===== config.mk =====
export PLATFORM = sky130hd
export DESIGN_NAME = fb_port_arbiter
export DESIGN_NICKNAME = d
export VERILOG_FILES = /design/src/rtl/fb_arb_pkg.sv /design/src/rtl/fb_addr_gen.sv /design/src/rtl/fb_port_arbiter.sv
export SDC_FILE = /design/constraint.sdc
export NUM_CORES = 1
export LEC_CHECK = 0
export CAP_MARGIN = 5
export CORE_ASPECT_RATIO = 0.7
export CORE_UTILIZATION = 35
export CTS_CLUSTER_DIAMETER = 80
export DETAILED_ROUTE_END_ITERATION = 10
export PLACE_DENSITY = 0.75
export RECOVER_POWER = 100
export SYNTH_ARGS = -nofsm -noshare
export SYNTH_HDL_FRONTEND = slang
export SYNTH_SLANG_ARGS = --single-unit

===== constraint.sdc =====
create_clock -name clk -period 1.1 [get_ports clk]
set_input_delay 0.22 -clock clk [delete_from_list [all_inputs] [get_ports clk]]
set_output_delay 0.22 -clock clk [all_outputs]
set_load 0.02 [all_outputs]

===== src/rtl/fb_arb_pkg.sv =====
// Shared constants, slot-state encoding and address helper for the framebuffer port arbiter.
package fb_arb_pkg;

  localparam int FB_W         = 300;
  localparam int FB_H         = 400;
  localparam int ADDR_W       = 17;
  localparam int COLOR_W      = 24;
  localparam int X_W          = 10;
  localparam int Y_W          = 9;
  localparam int STARVE_LIMIT = 16;
  localparam int STARVE_W     = $clog2(STARVE_LIMIT + 1);

  typedef enum logic [1:0] {
    IDLE = 2'd0,
    RD   = 2'd1,
    WR   = 2'd2
  } slot_state_t;

  // Travels alongside each display request until its pixel is delivered.
  typedef struct packed {
    logic valid;
    logic blank;
    logic miss;
  } disp_tag_t;

  function automatic logic [ADDR_W-1:0] fb_addr(input logic [X_W-1:0] x,
                                                input logic [Y_W-1:0] y);
    return ADDR_W'(x) + ADDR_W'(y) * ADDR_W'(FB_W);
  endfunction

endpackage


===== src/rtl/fb_addr_gen.sv =====
// Linear framebuffer address (x + y*FB_W) and in-range flag for one requester.
module fb_addr_gen
  import fb_arb_pkg::*;
(
  input  logic [X_W-1:0]    x,
  input  logic [Y_W-1:0]    y,
  output logic [ADDR_W-1:0] addr,
  output logic              in_range
);

  assign addr     = fb_addr(x, y);
  assign in_range = (x < X_W'(FB_W)) && (y < Y_W'(FB_H));

endmodule


===== src/rtl/fb_port_arbiter.sv =====
// Single-port framebuffer arbiter: scan-out reads outrank writer stores.
// Optional writer starvation guard enabled by defining FB_ARB_STARVE_GUARD_EN.
module fb_port_arbiter
  import fb_arb_pkg::*;
(
  input  logic               clk,
  input  logic               rst_n,
  input  logic               disp_req,
  input  logic [X_W-1:0]     disp_x,
  input  logic [Y_W-1:0]     disp_y,
  output logic [COLOR_W-1:0] disp_color,
  output logic               disp_valid,
  output logic               disp_miss,
  input  logic               wr_valid,
  output logic               wr_ready,
  input  logic [X_W-1:0]     wr_x,
  input  logic [Y_W-1:0]     wr_y,
  input  logic [COLOR_W-1:0] wr_data,
  output logic               wr_err,
  output logic [ADDR_W-1:0]  mem_addr,
  output logic               mem_we,
  output logic [COLOR_W-1:0] mem_wdata,
  input  logic [COLOR_W-1:0] mem_rdata
);

  logic [ADDR_W-1:0] disp_addr, wr_addr;
  logic              disp_in_range, wr_in_range;
  logic              guard_grant, disp_grant, wr_xfer, rd_issue, wr_issue;
  slot_state_t       state, next_state;
  disp_tag_t         tag_s1, tag_s2;

  fb_addr_gen u_disp_addr (.x(disp_x), .y(disp_y), .addr(disp_addr), .in_range(disp_in_range));
  fb_addr_gen u_wr_addr   (.x(wr_x),   .y(wr_y),   .addr(wr_addr),   .in_range(wr_in_range));

`ifdef FB_ARB_STARVE_GUARD_EN
  logic [STARVE_W-1:0] starve_cnt;

  // Reaching the limit forces one writer slot; the counter then clears.
  assign guard_grant = (starve_cnt == STARVE_W'(STARVE_LIMIT));

  // NOTE: sequential state uses non-blocking (<=) so every flop samples pre-edge values.
  always_ff @(posedge clk or negedge rst_n) begin
    if (!rst_n)                    starve_cnt <= '0;
    else if (!wr_valid || wr_xfer) starve_cnt <= '0;
    else                           starve_cnt <= starve_cnt + 1'b1;
  end
`else
  assign guard_grant = 1'b0;
`endif

  assign disp_grant = disp_req && !guard_grant;
  assign wr_ready   = rst_n && !disp_grant;
  assign wr_xfer    = wr_valid && wr_ready;
  assign rd_issue   = disp_grant && disp_in_range;
  assign wr_issue   = wr_xfer && wr_in_range;

  // NOTE: default assignment first, so no path through always_comb can infer a latch.
  always_comb begin
    next_state = IDLE;
    if (rd_issue)      next_state = RD;
    else if (wr_issue) next_state = WR;
  end

  always_ff @(posedge clk or negedge rst_n) begin
    if (!rst_n) state <= IDLE;
    else        state <= next_state;
  end

  assign mem_we = (state == WR);

  // Address and data hold their last values through idle and dropped slots.
  always_ff @(posedge clk or negedge rst_n) begin
    if (!rst_n) begin
      mem_addr  <= '0;
      mem_wdata <= '0;
      wr_err    <= 1'b0;
    end else begin
      wr_err <= wr_xfer && !wr_in_range;
      if (rd_issue) begin
        mem_addr <= disp_addr;
      end else if (wr_issue) begin
        mem_addr  <= wr_addr;
        mem_wdata <= wr_data;
      end
    end
  end

  // NOTE: only control/valid state needs reset for correctness; data here is reset
  // too because its post-reset value is externally visible.
  always_ff @(posedge clk or negedge rst_n) begin
    if (!rst_n) begin
      tag_s1     <= '0;
      tag_s2     <= '0;
      disp_valid <= 1'b0;
      disp_miss  <= 1'b0;
      disp_color <= '0;
    end else begin
      tag_s1     <= '{valid: disp_req,
                      blank: disp_grant && !disp_in_range,
                      miss:  disp_req && guard_grant};
      tag_s2     <= tag_s1;
      disp_valid <= tag_s2.valid;
      disp_miss  <= tag_s2.valid && tag_s2.miss;
      // A missed slot repeats whatever colour was delivered last.
      if (tag_s2.valid && !tag_s2.miss)
        disp_color <= tag_s2.blank ? '0 : mem_rdata;
    end
  end

endmodule

==> results of run 1 <==
[flip-flops by register name, summed over array words and instances, names as in the netlist]
name / cells
disp_color: 24
mem_wdata: 24
mem_addr: 17
state: 2
tag_s1: 2
tag_s2: 2
disp_valid: 1
wr_err: 1
[final timing paths]
| kind | end | cells past startpoint |
|---|---|---|
| worst max register to register | disp_color[11] | 3 |
| worst min register to register | tag_s2[2] | 0 |
| min in group clk | tag_s1[2] | 2 |
| max in group asynchronous | state[0] | 2 |
| worst max-delay path | mem_addr[15] | 17 |
| worst min-delay path | disp_color[9] | 2 |
[area by class of cell]
type,count,area [um^2],area share
timing repair buffer,399,3840,0.322
sequential,73,1830,0.153
clock buffer,9,225,0.0189
clock inverter,7,77.6,0.00650
inverter,76,298,0.0249
tap,231,289,0.0242
multi-input combinational,511,5390,0.451
[layout by cell type (no fill, tap or decap), drive strengths merged, types with 3 or more instances in the layout]
cell / n
nand4: 3
a221oi: 4
o21ai: 40
fa: 20
nor3: 12
nand2b: 3
nand2: 107
a31oi: 6
nor2b: 10
o21a: 9
nand3: 10
xor2: 14
a22oi: 4
clkbuf: 21
a21oi: 28
nand3b: 22
xnor2: 26
a21o: 14
inv: 77
o211ai: 3
nor2: 34
ha: 94
dfrtp: 73
a211oi: 7
clkinv: 4
nor3b: 3
dlygate4sd2: 6
clkdlybuf4s50: 56
buf: 325
[report_power, final]
part / leakage, uW / switching, uW / total (uW) / internal (uW)
combinational: 0.00462 / 7090 / 15800 / 8700
sequential: 0.000909 / 524 / 3770 / 3240
clock: 0.000146 / 1230 / 3010 / 1780
[critical path, delay by kind of cell]
kind / cells / cell delay (ps)
adder cells (fa/ha/maj): 5 / 1760
buffers and inverters: 4 / 300
XOR/XNOR: 1 / 180
AND/OR/NAND/NOR: 4 / 910
AO/OA/AOI/OAI: 3 / 410
[layer usage]
metal | vias to the layer above | track usage | part of all wire
li1 | 3123 | - | -
met4 | 0 | 0.0495 | 0.019
met5 | - | 0 | 0
met2 | 234 | 0.402 | 0.48
met1 | 3171 | 0.296 | 0.44
met3 | 37 | 0.0418 | 0.055
[stage by stage]
| stage | total power (uW) | instance area, um^2 | hold slack (ps) | worst slack [ps] | setup TNS (ps) |
|---|---|---|---|---|---|
| 2_1_floorplan | 10800 | 6790 | -75.6 | -2530 | -37170 |
| 3_3_place_gp | 15400 | 9630 | 335 | -3180 | -86080 |
| 3_5_place_dp | 15700 | 9630 | 336 | -3280 | -86190 |
| 4_1_cts | 21000 | 11200 | 152 | -2420 | -46170 |
| 5_1_grt | 23900 | 11900 | 237 | -2620 | -49350 |
| 6_report | 22600 | 11900 | 199 | -2500 | -44870 |
[cell families (layout without fill, tap and decap cells)]
| group | count (synthesis) | after routing | share of synthesized area |
|---|---|---|---|
| AOI/OAI and AO/OA | 139 | 139 | 0.153 |
| xor gates and xnor gates | 40 | 40 | 0.0572 |
| adders and majority gates | 114 | 114 | 0.257 |
| buffers and inverters | 95 | 491 | 0.0590 |
| DFF | 73 | 73 | 0.298 |
| muxes | 2 | 2 | 0.00347 |
| other | 1 | 1 | 0.000612 |
| and+or+nand+nor | 215 | 215 | 0.171 |
[timing repair]
action                                  CTS  global route
setup buffers                            63            39
cloned                                    6             1
resized for setup                       636           158
hold buffers                              0             0
pin swaps                               136            82
endpoints found under the setup margin  114           113
==> results.json, run 1 <==
{
  "drt_iter0_drc": 474,
  "dr.pass1.iters": 5,
  "cts-root-buf": "clkbuf_16",
  "skew_ps": 4.59,
  "critical-path-slowest-cell": "fa_1",
  "crit_chain": "buf_8 -> ha_4 -> ha_4 -> inv_2 -> fa_1 -> fa_1 -> inv_2 -> ha_4 -> buf_6 -> o21ai_4 -> a41oi_2 -> or4_1 -> nand3_2 -> nand3_2 -> nor3b_2 -> xnor2_1 -> o221ai_1",
  "track_usage": 0.230,
  "die_h_um": 113,
  "antenna_found_initial": 0,
  "final_core_util": 0.698,
  "synth_edf_count": 0,
  "cts.sinks": 73,
  "grt_pass1_wl_um": 33000,
  "cts_tree": "built",
  "dr_total_vias": 6565,
  "ys_seq_area_frac": 0.298,
  "violations": "negative setup slack",
  "cts_buffers": 9,
  "fillCellCount": 1153,
  "synth_top_area_share": 0.298,
  "max_freq_mhz": 278,
  "num_rows": 40,
  "cpMostUsedCell": "ha_4",
  "antenna_left": 0,
  "clk_pin_slew_ps": 70,
  "start_util": 0.358,
  "min-delay-path-class": "in2async",
  "synth_commonest_cells": "nand2_1, ha_1, inv_1, dfrtp_1, o21ai_0",
  "max_slew_margin": 0.326,
  "tightest_slew_ps": 1010,
  "rsz0062_at_grt": "true",
  "power_density_nw_per_um2": 1890,
  "worstSetupPathType": "in2reg",
  "cp_max_fo": 3,
  "slowest_delay_ps": 550,
  "hold_violations": 0,
  "finalCriticalPeriod_ps": 3600,
  "setup_ws_ps": -2500,
  "grt-ovfl-total": 0,
  "reg2reg_setup_slack_ps": 20,
  "io_buffer_count": 158,
  "place_inst": 1190,
  "vdd_drop_max_v": 0.00143,
  "syn_area_um2": 6130,
  "viasPerCell": 5.03,
  "slew_viol_final": 0,
  "max-cap-violations": 0,
  "area_growth_pct": 94.9,
  "wl_per_cell_um": 17.0,
  "yosys_warnings": 0,
  "num_antenna_cells": 0,
  "clk_latency_ps": 330,
  "die_area_um2": 18000,
  "arrival_ps": 3780,
  "synth-seq-cells": 73,
  "netlist_instances": 679,
  "post_route_cells_drive_above_1_share": 0.523,
  "ios": 160,
  "yosys-top-cells-area": "dfrtp_1, ha_1, nand2_1",
  "startpoint_type": "input port",
  "nets": 1274,
  "synth_cell_types": 65,
  "fin_cells": 1306,
  "place_congestion": 0.856,
  "fin_crit_sh": 3.27,
  "route.detailed.drc": 0,
  "startpoint": "disp_y[6]",
  "end_kind": "register",
  "reg2reg_from": "tag_s2[1]",
  "async_flop_share": 1.00,
  "grt_max_degree": 74,
  "synth.most_common_cell": "nand2_1",
  "wl_um": 22200,
  "syn_avg_cell_area_um2": 9.02,
  "worstPathRequired_ps": 1280,
  "die_w_um": 160,
  "core_um2": 17100,
  "p_leak_uw": 0.00567,
  "grt_pass1_vias": 6670,
  "synth_top_cell_by_area": "dfrtp_1",
  "setup_viol": 68,
  "dp_hpwl_um": 14200,
  "synth_fp_nets": 883,
  "ctsHtreeMaxLevel": 3,
  "status": "finished with violations",
  "clk_path_buf_depth": 2,
  "synth-main-ff-cell": "dfrtp_1"
}
Power figures use the tool's default switching activity.
==> run 2: changes to the inputs <==
==> constraint.sdc (replaced) <==
create_clock -name clk -period 2.9 [get_ports clk]
set_input_delay 0.58 -clock clk [delete_from_list [all_inputs] [get_ports clk]]
set_output_delay 0.58 -clock clk [all_outputs]
set_load 0.02 [all_outputs]
==> results.json, run 2 (synthesized netlist as in run 1, its figures left out) <==
{
  "status": "finished with violations",
  "violations": "max-capacitance violations, max-slew violations, negative setup slack",
  "grt-ovfl-total": 0,
  "final_core_util": 0.616,
  "drt_iter0_drc": 252,
  "final_cell_mix": "buf_4, nand2_1, dfrtp_1",
  "track_usage": 0.213,
  "wl_um": 19700,
  "rsz0062_at_grt": "true",
  "num_rows": 40,
  "grt_pass1_vias": 6129,
  "internal_power_uw": 4860,
  "startpoint_type": "input port",
  "cts.sinks": 73,
  "grt_use_met2": 0.363,
  "fin_crit_sh": 1.37,
  "postCtsHoldBufs": 0,
  "antenna_found_initial": 1,
  "finalCriticalPeriod_ps": 3970,
  "cpMostUsedCell": "ha_4",
  "critical-path-slowest-cell": "fa_1",
  "slowest_delay_ps": 500,
  "post_route_cells_drive_above_1_share": 0.325,
  "setup_ws_ps": -1070,
  "power_frac_comb": 0.678,
  "cp_max_fo": 4,
  "dr_total_vias": 6117,
  "route.detailed.drc": 0,
  "critPathBufInv": 3,
  "end_kind": "register",
  "nets": 1195,
  "grt_use_met3": 0.0429,
  "die_h_um": 113,
  "p_leak_uw": 0.00490,
  "start_util": 0.358,
  "dr.pass1.iters": 4,
  "worstSetupPathType": "in2reg",
  "ios": 160,
  "clk_pin_slew_ps": 60,
  "cts-root-buf": "clkbuf_16",
  "clk_latency_ps": 330,
  "io_buffer_count": 158,
  "crit_chain": "buf_12 -> ha_4 -> ha_4 -> ha_4 -> inv_2 -> fa_1 -> inv_2 -> ha_4 -> o211ai_1 -> o21ai_2 -> xor2_1 -> ha_2 -> a21oi_4 -> nor4b_4 -> and3_4 -> mux2i_1 -> a211oi_2 -> a22oi_2",
  "critPathTopFamily": "adder cells",
  "clk_path_buf_depth": 2,
  "max_slew_margin": -0.227,
  "p_seq_frac": 0.171,
  "grt_pass1_wl_um": 30500,
  "skew_ps": 5.42,
  "p_sw_frac": 0.397,
  "max_freq_mhz": 252,
  "antenna_left": 0,
  "setup_viol": 33,
  "p_switching_uw": 3200,
  "top_usage_layer": "met2",
  "layout_commonest_cell": "buf_4",
  "top_regs": "disp_color: 24 flops, mem_wdata: 24 flops, mem_addr: 17 flops",
  "vdd_drop_max_v": 0.000537,
  "place_congestion": 0.848,
  "wl_per_cell_um": 16.0,
  "use_met1": 0.280,
  "hold_violations": 0,
  "hold_ws_ps": 348,
  "slew_viol_final": 74,
  "finalPower_uw": 8060,
  "grt_max_degree": 74,
  "fillCellCount": 1346,
  "die_w_um": 160,
  "dp_hpwl_um": 14000,
  "place_area_um2": 9390,
  "area_growth_pct": 72.2,
  "tightest_slew_ps": 1840,
  "cts_tree": "built",
  "min-delay-path-class": "reg2reg",
  "ctsHtreeMaxLevel": 3,
  "die_area_um2": 18000,
  "power_density_nw_per_um2": 764,
  "core_um2": 17100,
  "viasPerCell": 4.98,
  "cts_buffers": 9,
  "fin_area_um2": 10600,
  "arrival_ps": 4230,
  "max-cap-violations": 1,
  "clkPwrFrac": 0.151,
  "worstPathRequired_ps": 3160
}
==> run 2: layer usage <==
layer | vias up | routed length, um
met4 | 0 | 324
li1 | 2971 | -
met2 | 182 | 9590
met3 | 29 | 1130
met1 | 2935 | 8660
met5 | - | 0
==> run 2: worst paths after layout <==
check                          start        endpoint  slack (ps)  cells past startpoint
max                          wr_y[5]    mem_addr[16]       -1070                     18
min                        tag_s1[1]       tag_s2[1]         350                      0
max reg2reg                tag_s2[2]  disp_color[16]        1010                      2
min reg2reg                tag_s1[1]       tag_s2[1]         350                      0
max in group asynchronous      rst_n   mem_wdata[15]         950                      2
min in group asynchronous      rst_n    mem_wdata[1]         860                      2
==> run 2: final cells by class <==
| type | count | area, um^2 | share of cell area |
|---|---|---|---|
| repair buffers | 320 | 2900 | 0.275 |
| diodes | 1 | 2.50 | 0.000237 |
| clock inverters | 6 | 90.1 | 0.00854 |
| inverters | 76 | 285 | 0.0270 |
| flip-flops and latches | 73 | 1830 | 0.173 |
| clock buffers | 10 | 229 | 0.0217 |
| well taps | 231 | 289 | 0.0274 |
| multi-input cells | 511 | 4930 | 0.467 |
==> run 2: power by group through the flow <==
stage,clock network [uW],logic [uW],registers [uW]
floorplan,0,2410,1610
global placement,0,4330,1400
detailed placement,0,4440,1400
CTS,1260,5160,1380
global route,1290,5870,1400
finish,1220,5460,1380
==> run 2: per-stage QoR <==
stage,worst slack [ps],setup TNS (ps),instances
final,-1070,-8860,1228
after detailed placement,-1910,-17860,1183
after global placement,-1770,-16470,1183
after CTS,-961,-6910,1223
after global routing,-1160,-13300,1227
after floorplan,-1090,-7100,679
==> run 2: what timing repair did <==
| action | in CTS | in global routing |
|---|---|---|
| endpoints found under the setup margin | 12 | 12 |
| buffers inserted | 26 | 7 |
| pin swaps | 102 | 41 |
| gates cloned | 0 | 0 |
| gates resized for setup | 170 | 33 |
